--- src/rtl/uart_tx_pkg.sv ---
// ==== uart_tx_pkg : shared state encoding and frame-length helper for uart_tx_drain  |  rev 1.0 ====
`default_nettype none

package uart_tx_pkg;

  typedef enum logic [2:0] {
    IDLE   = 3'd0,
    START  = 3'd1,
    DATA   = 3'd2,
    PARITY = 3'd3,
    STOP   = 3'd4
  } tx_state_t;

  localparam int DEFAULT_FRAME_BITS = 10;

  // Serial bits in one frame: start + data + optional parity + stop bits.
  function automatic int frame_bits(input int data_width, input int parity_en, input int stop_bits);
    return 1 + data_width + parity_en + stop_bits;
  endfunction

endpackage

`default_nettype wire

--- src/rtl/uart_tx_drain.sv ---
// ==== uart_tx_drain : pops bytes from a FWFT FIFO and serialises them as UART frames  |  rev 1.0 ====
`default_nettype none

module uart_tx_drain
  import uart_tx_pkg::*;
#(
  parameter int DATA_WIDTH   = 8,
  parameter int CLKS_PER_BIT = 16,
  parameter int STOP_BITS    = 1,
  parameter int PARITY_EN    = 0
) (
  input  logic                  clk,
  input  logic                  reset,
  input  logic                  enable,
  input  logic                  fifo_empty,
  input  logic [DATA_WIDTH-1:0] fifo_r_data,
  output logic                  fifo_rd,
  output logic                  tx,
  output logic                  busy
);

  localparam int DIV_W = $clog2(CLKS_PER_BIT);
  localparam int BIT_W = (DATA_WIDTH > 1) ? $clog2(DATA_WIDTH) : 1;

  localparam logic [DIV_W-1:0] DIV_LAST  = DIV_W'(CLKS_PER_BIT - 1);
  localparam logic [BIT_W-1:0] BIT_LAST  = BIT_W'(DATA_WIDTH - 1);
  localparam logic             STOP_LAST = 1'(STOP_BITS - 1);

  tx_state_t             state;
  logic [DIV_W-1:0]      div_cnt;
  logic [BIT_W-1:0]      bit_idx;
  logic                  stop_idx;
  logic [DATA_WIDTH-1:0] shift_reg;
  logic                  parity_bit;
  logic                  bit_end;
  logic                  last_stop;
  logic                  pop;

  assign bit_end   = (div_cnt == DIV_LAST);
  assign last_stop = (state == STOP) && bit_end && (stop_idx == STOP_LAST);
  // Gating with reset keeps the strobe low while the block is being reset.
  assign pop       = reset & enable & ~fifo_empty & ((state == IDLE) | last_stop);
  assign fifo_rd   = pop;
  assign busy      = (state != IDLE);

  always_ff @(posedge clk) begin
    if (!reset) begin
      state      <= IDLE;
      div_cnt    <= '0;
      bit_idx    <= '0;
      stop_idx   <= 1'b0;
      shift_reg  <= '0;
      parity_bit <= 1'b0;
      tx         <= 1'b1;
    end else begin
      case (state)
        START:   tx <= 1'b0;
        DATA:    tx <= shift_reg[0];
        PARITY:  tx <= parity_bit;
        default: tx <= 1'b1;
      endcase

      if (pop) begin
        shift_reg  <= fifo_r_data;
        parity_bit <= ^fifo_r_data;
        state      <= START;
        div_cnt    <= '0;
        bit_idx    <= '0;
        stop_idx   <= 1'b0;
      end else if (state != IDLE) begin
        if (bit_end) begin
          div_cnt <= '0;
          case (state)
            START: state <= DATA;
            DATA: begin
              shift_reg <= shift_reg >> 1;
              if (bit_idx == BIT_LAST) begin
                bit_idx <= '0;
                state   <= (PARITY_EN != 0) ? PARITY : STOP;
              end else begin
                bit_idx <= bit_idx + 1'b1;
              end
            end
            PARITY: state <= STOP;
            STOP: begin
              if (stop_idx == STOP_LAST) begin
                stop_idx <= 1'b0;
                state    <= IDLE;
              end else begin
                stop_idx <= stop_idx + 1'b1;
              end
            end
            default: state <= IDLE;
          endcase
        end else begin
          div_cnt <= div_cnt + 1'b1;
        end
      end
    end
  end

endmodule

`default_nettype wire

--- config.mk ---
export PLATFORM = sky130hd
export DESIGN_NAME = uart_tx_drain
export DESIGN_NICKNAME = d
export VERILOG_FILES = /design/src/rtl/uart_tx_pkg.sv /design/src/rtl/uart_tx_drain.sv
export SDC_FILE = /design/constraint.sdc
export NUM_CORES = 1
export LEC_CHECK = 0
export ABC_AREA = 1
export CAP_MARGIN = 20
export CORE_MARGIN = 4
export CORE_UTILIZATION = 57
export DETAILED_ROUTE_END_ITERATION = 8
export PLACE_DENSITY = 0.83
export SLEW_MARGIN = 20
export SYNTH_ARGS = -nofsm -noshare
export SYNTH_HDL_FRONTEND = slang
export SYNTH_SLANG_ARGS = --single-unit
--- constraint.sdc ---
create_clock -name clk -period 4.24 [get_ports clk]
set_input_delay 0.424 -clock clk [delete_from_list [all_inputs] [get_ports clk]]
set_output_delay 0.424 -clock clk [all_outputs]
set_load 0.1 [all_outputs]
## After elaboration in Yosys (flattened, before gate mapping)

Index checks and enable logic that the tools add are counted.

| operators by class | value |
|---|---|
| add/sub/neg operators | 3 |
| equal/unequal tests | 10 |
| multiplexer cells | 14 |
| bitwise operators | 7 |
| reductions and logical operators | 14 |

Operators with widths:

| cell | number |
|---|---|
| 8-bit two-way mux | 4 |
| 3-bit case mux with 4 select lines | 1 |
| 3-bit two-way mux | 3 |
| 3-bit AND reduction | 3 |
| 4-bit AND reduction | 2 |
| 8-bit parity | 1 |
| 3-bit by 2-bit equality test with 1-bit output, second input constant | 2 |
| 3-bit equality test, second input constant | 2 |
| 3-bit != test, second input constant | 2 |
| 2-bit nonzero test | 3 |
| 4-bit by 1-bit adder with 4-bit output, second input constant | 1 |
| 4-bit equality test, second input constant | 1 |
| 1-bit two-way mux | 4 |
| 4-bit two-way mux | 1 |
| 2-bit != test, second input constant | 2 |
| 3-bit by 1-bit adder with 3-bit output, second input constant | 1 |
| 1-bit AND | 3 |
| 3-bit by 1-bit equality test with 1-bit output, second input constant | 1 |
| 3-bit zero test | 1 |
| 1-bit inverter | 3 |
| 1-bit case mux with 3 select lines | 1 |
| 3-bit nonzero test | 1 |
| 1-bit logical AND | 2 |
| 2-bit OR reduction | 1 |
| other kinds (2) | 2 |

| word-level totals | value |
|---|---|
| register bits | 21 |
| output and inout port bits | 3 |
| word-level logic and storage cells | 56 |

## Longest topological paths before layout

| logic depth | value |
|---|---|
| depth in word-level cells | 7 |
| depth in mapped cells | 10 |
| gate-level depth less buffers | 10 |

## Least setup slack after synthesis

Ideal clock, no wire load.

| timing | value |
|---|---|
| path kind | flip-flop to output port |
| from | register div_cnt[0] |
| to | output port fifo_rd |
| data arrival time | 1.277 ns |
| required time | 3.816 ns |
| setup slack | 2.539 ns |
| stages on the path, launching flop included | 6 |
| buffers on the path | 0 |
| path through | dfxtp_1 ha_1 nand3_2 nand2_2 nand2_4 inv_2 |

| on the way | value |
|---|---|
| word-level cells in the longest chain between the ends | 5 |

RTL lines:

| element | line | source |
|---|---|---|
| start, declared | uart_tx_drain.sv:30 | `logic [DIV_W-1:0] div_cnt;` |
| start signal, assigned | uart_tx_drain.sv:96 | `div_cnt <= div_cnt + 1'b1;` |
| 4-bit equality test | uart_tx_drain.sv:39 | `assign bit_end = (div_cnt == DIV_LAST);` |
| 1-bit logical AND (2 in a row) | uart_tx_drain.sv:40 | `assign last_stop = (state == STOP) && bit_end && (stop_idx == STOP_LAST);` |
| 1-bit OR | uart_tx_drain.sv:42 | `assign pop = reset & enable & ~fifo_empty & ((state == IDLE) \| last_stop);` |
| 1-bit AND | uart_tx_drain.sv:42 |  |
| end, declared | uart_tx_drain.sv:17 | `output logic fifo_rd,` |

Every way passes these cells.

## Worst setup path in the final report

| timing | value |
|---|---|
| from | register state[2] |
| to | output port busy |

| on the way | value |
|---|---|
| word-level cells in the longest chain between the ends | 1 |

RTL lines:

| element | line | source |
|---|---|---|
| start, declared | uart_tx_drain.sv:29 | `tx_state_t state;` |
| start signal, assigned | uart_tx_drain.sv:79 | `state <= (PARITY_EN != 0) ? PARITY : STOP;` |
| 3-bit nonzero test | uart_tx_drain.sv:44 | `assign busy = (state != IDLE);` |
| end, declared | uart_tx_drain.sv:19 | `output logic busy` |

Every way passes these cells.

==> impl_results.md <==
* Status: complete, no violations
* Commonest non-fill, non-tap cells in the layout: 55 x nand2_1, 23 x nor2_1, 21 x inv_1, 20 x dfxtp_1, 13 x clkdlybuf4s50_1
* Slew headroom at 0.356
* Crit path arrival time at 2.13 ns
* Row cnt at 15
* Unique masters post-synth at 25
* Post-CTS Setup Bufs at 0
* DRC viols at 0
* Final WL at 2380 um
* Leak at 0.611 nW
* Vias in the first global route at 996
* Num Clock Sinks at 20
* Worst Path Max Fanout at 9
* Routed Antenna Nets at 0
* Global-route wire length before repair at 4240 um
* Clock transition at the registers of the reported paths at 0.11 ns
* Fmax at 391 MHz
* Reg2Reg Launch Point: div_cnt[0]
* Syn Inst Count at 175
* Worst path max stage delay at 1.16 ns
* FF-to-FF End: state[1]
* Req. time, crit path at 3.82 ns
* RSZ-0062 raised after global routing: false
* Total power at 0.353 mW
* Util after Layout at 0.724
* Final Max Slew Viols at 0
* Yosys warns at 0
* Placed cell count at 212
* Io pins at 15
* Power per cell area at 268 nW/um2
* Hold EP: bit_idx[1]
* Initial Utilization at 0.628
* Largest register FFs at 8
* Layout Skew at 0.00733 ns
* Period utilization at 0.603
* Input/output buffers at 14
* Slowest CP cell: clkdlybuf4s50_1
* CTS tree: built
* Core Box Area at 1820 um2
* Gr usage total at 0.209
* RD Place Congestion at 0.839
* DR pass1 iterations at 4
* Clock root buffer: clkbuf_4
* Hold Path Depth at 2
* VDD IR max at 0.000238 V
* Initial antenna violation count at 0
* Largest net degree at the start of global routing at 16
* Post-synthesis sequential area ratio at 0.350
* CTS buffer count at 3
* Setup violators final at 0
* Hold buffers post-CTS at 0
* Mapped Area at 1140 um2
* Fin Setup TNS at 0 ns
* Initial DRC count at 34
* Reg2reg setup slack at 2.63 ns
* Die Wd at 52.8 um
* Die Y at 52.8 um
* Worst hold slack at 0.473 ns
* HP Start: bit_idx[1]
* CP Launch Type: register
* Layout cell share with drive strength beyond 1 at 0.116
* Worst Tran Pin Value at 0.963 ns
* Drt wl/cell at 11.1 um
* WS Path Type: reg2out
* Worst R2R Path Depth at 7
* Grt total ovfl at 0
* Tmin final at 2.56 ns
* Critical Path, Cell by Cell: inv_1, nand2_2, clkdlybuf4s50_1
* Deepest clock path buffer count at 2
* Most common cell after layout, fill and taps aside: nand2_1
* Final Instance Count excl. Fillers at 215
* Final nets at 207
* Critical path capture point type: output pin
* Area Overhead vs Synth at 15.3%
* Post-Syn Nets at 190
* Post-DP HPWL at 1870 um
* Hold Crit Class: reg2reg
* Post_cts resized at 0
* Top cell family by delay on the critical path: buffers and inverters
* Antenna fix cells at 0
* Synth Register Bits at 20
* Syn avg cell area at 6.53 um2
* Via count at 1076
* Worst path bufs/invs at 2
* DIE AREA at 2790 um2
* H-Tree Level Count at 1
* Routed vias/inst at 5.00
* Max_cap viols at 0
* Clock Latency Late Sink at 0.30 ns
* Final Hold Fails at 0
[worst register-to-register path, stage by stage, from the launching register on]
cell	delay, ns
dfxtp_1	0.41
ha_1	0.25
nand3_2	0.15
nand2_2	0.13
nand2_4	0.14
nand2_2	0.19
inv_1	0.08
and2_1	0.16
[Yosys cell counts, drive strengths merged]
cell type / n / area [um2]
a211oi: 1 / 7.51
a21oi: 12 / 63.8
and2: 1 / 6.26
buf: 2 / 16.3
dfxtp: 20 / 400
ha: 3 / 37.5
inv: 25 / 93.8
nand2: 61 / 254
nand3: 3 / 20.0
nand4: 2 / 12.5
nor2: 26 / 115
nor3: 4 / 20.0
o211ai: 1 / 7.51
o21ai: 12 / 71.3
xnor2: 1 / 8.76
xor2: 1 / 8.76
[power breakdown]
group	leakage, nW	internal (mW)	total (mW)	switching (mW)
clock	0.0138	0.0331	0.0899	0.0567
sequential	0.162	0.193	0.197	0.00346
combinational	0.435	0.0251	0.0662	0.0411
total	0.611	0.252	0.353	0.101
[kinds of logic (layout without fill, tap and decap cells)]
kind of cell	count (synthesis)	count (layout)	share of synthesized area
AO/OA/AOI/OAI	26	26	0.131
XOR/XNOR	2	2	0.0153
adder cells (fa/ha/maj)	3	3	0.0328
buffers and inverters	27	42	0.0963
flip-flops	20	20	0.350
AND/OR/NAND/NOR	97	97	0.374
[area by class of cell]
type                       instances  area [um2]
multi-input combinational        128         633
timing repair buffer              14         138
sequential                        20         400
tap                               25        31.3
fill                             166         502
inverter                          25        93.8
clock buffer                       3        22.5
[metal layers]
layer,GRT usage,vias to the layer above,part of all wire
li1,-,578,-
met1,0.274,469,0.49
met2,0.341,24,0.46
met3,0.0342,5,0.037
met4,0.0766,0,0.014
met5,0,-,0
[per-stage QoR]
stage / worst slack, ns / instance area [um2]
global route: 1.62 / 1320
CTS: 1.69 / 1320
detailed placement: 1.80 / 1300
global placement: 1.83 / 1300
finish: 1.68 / 1320
floorplan: 2.54 / 1140
[worst max path at each step]
stage	slack, ns	from	cells after the start	end
after global routing	1.62	state[2]	3	busy
after global placement	1.83	reset	6	fifo_rd
final	1.68	state[2]	3	busy
after detailed placement	1.80	reset	6	fifo_rd
after floorplan	2.54	div_cnt[0]	5	fifo_rd
after CTS	1.69	state[2]	3	busy
Note: power is estimated with default switching activity, not from simulation.
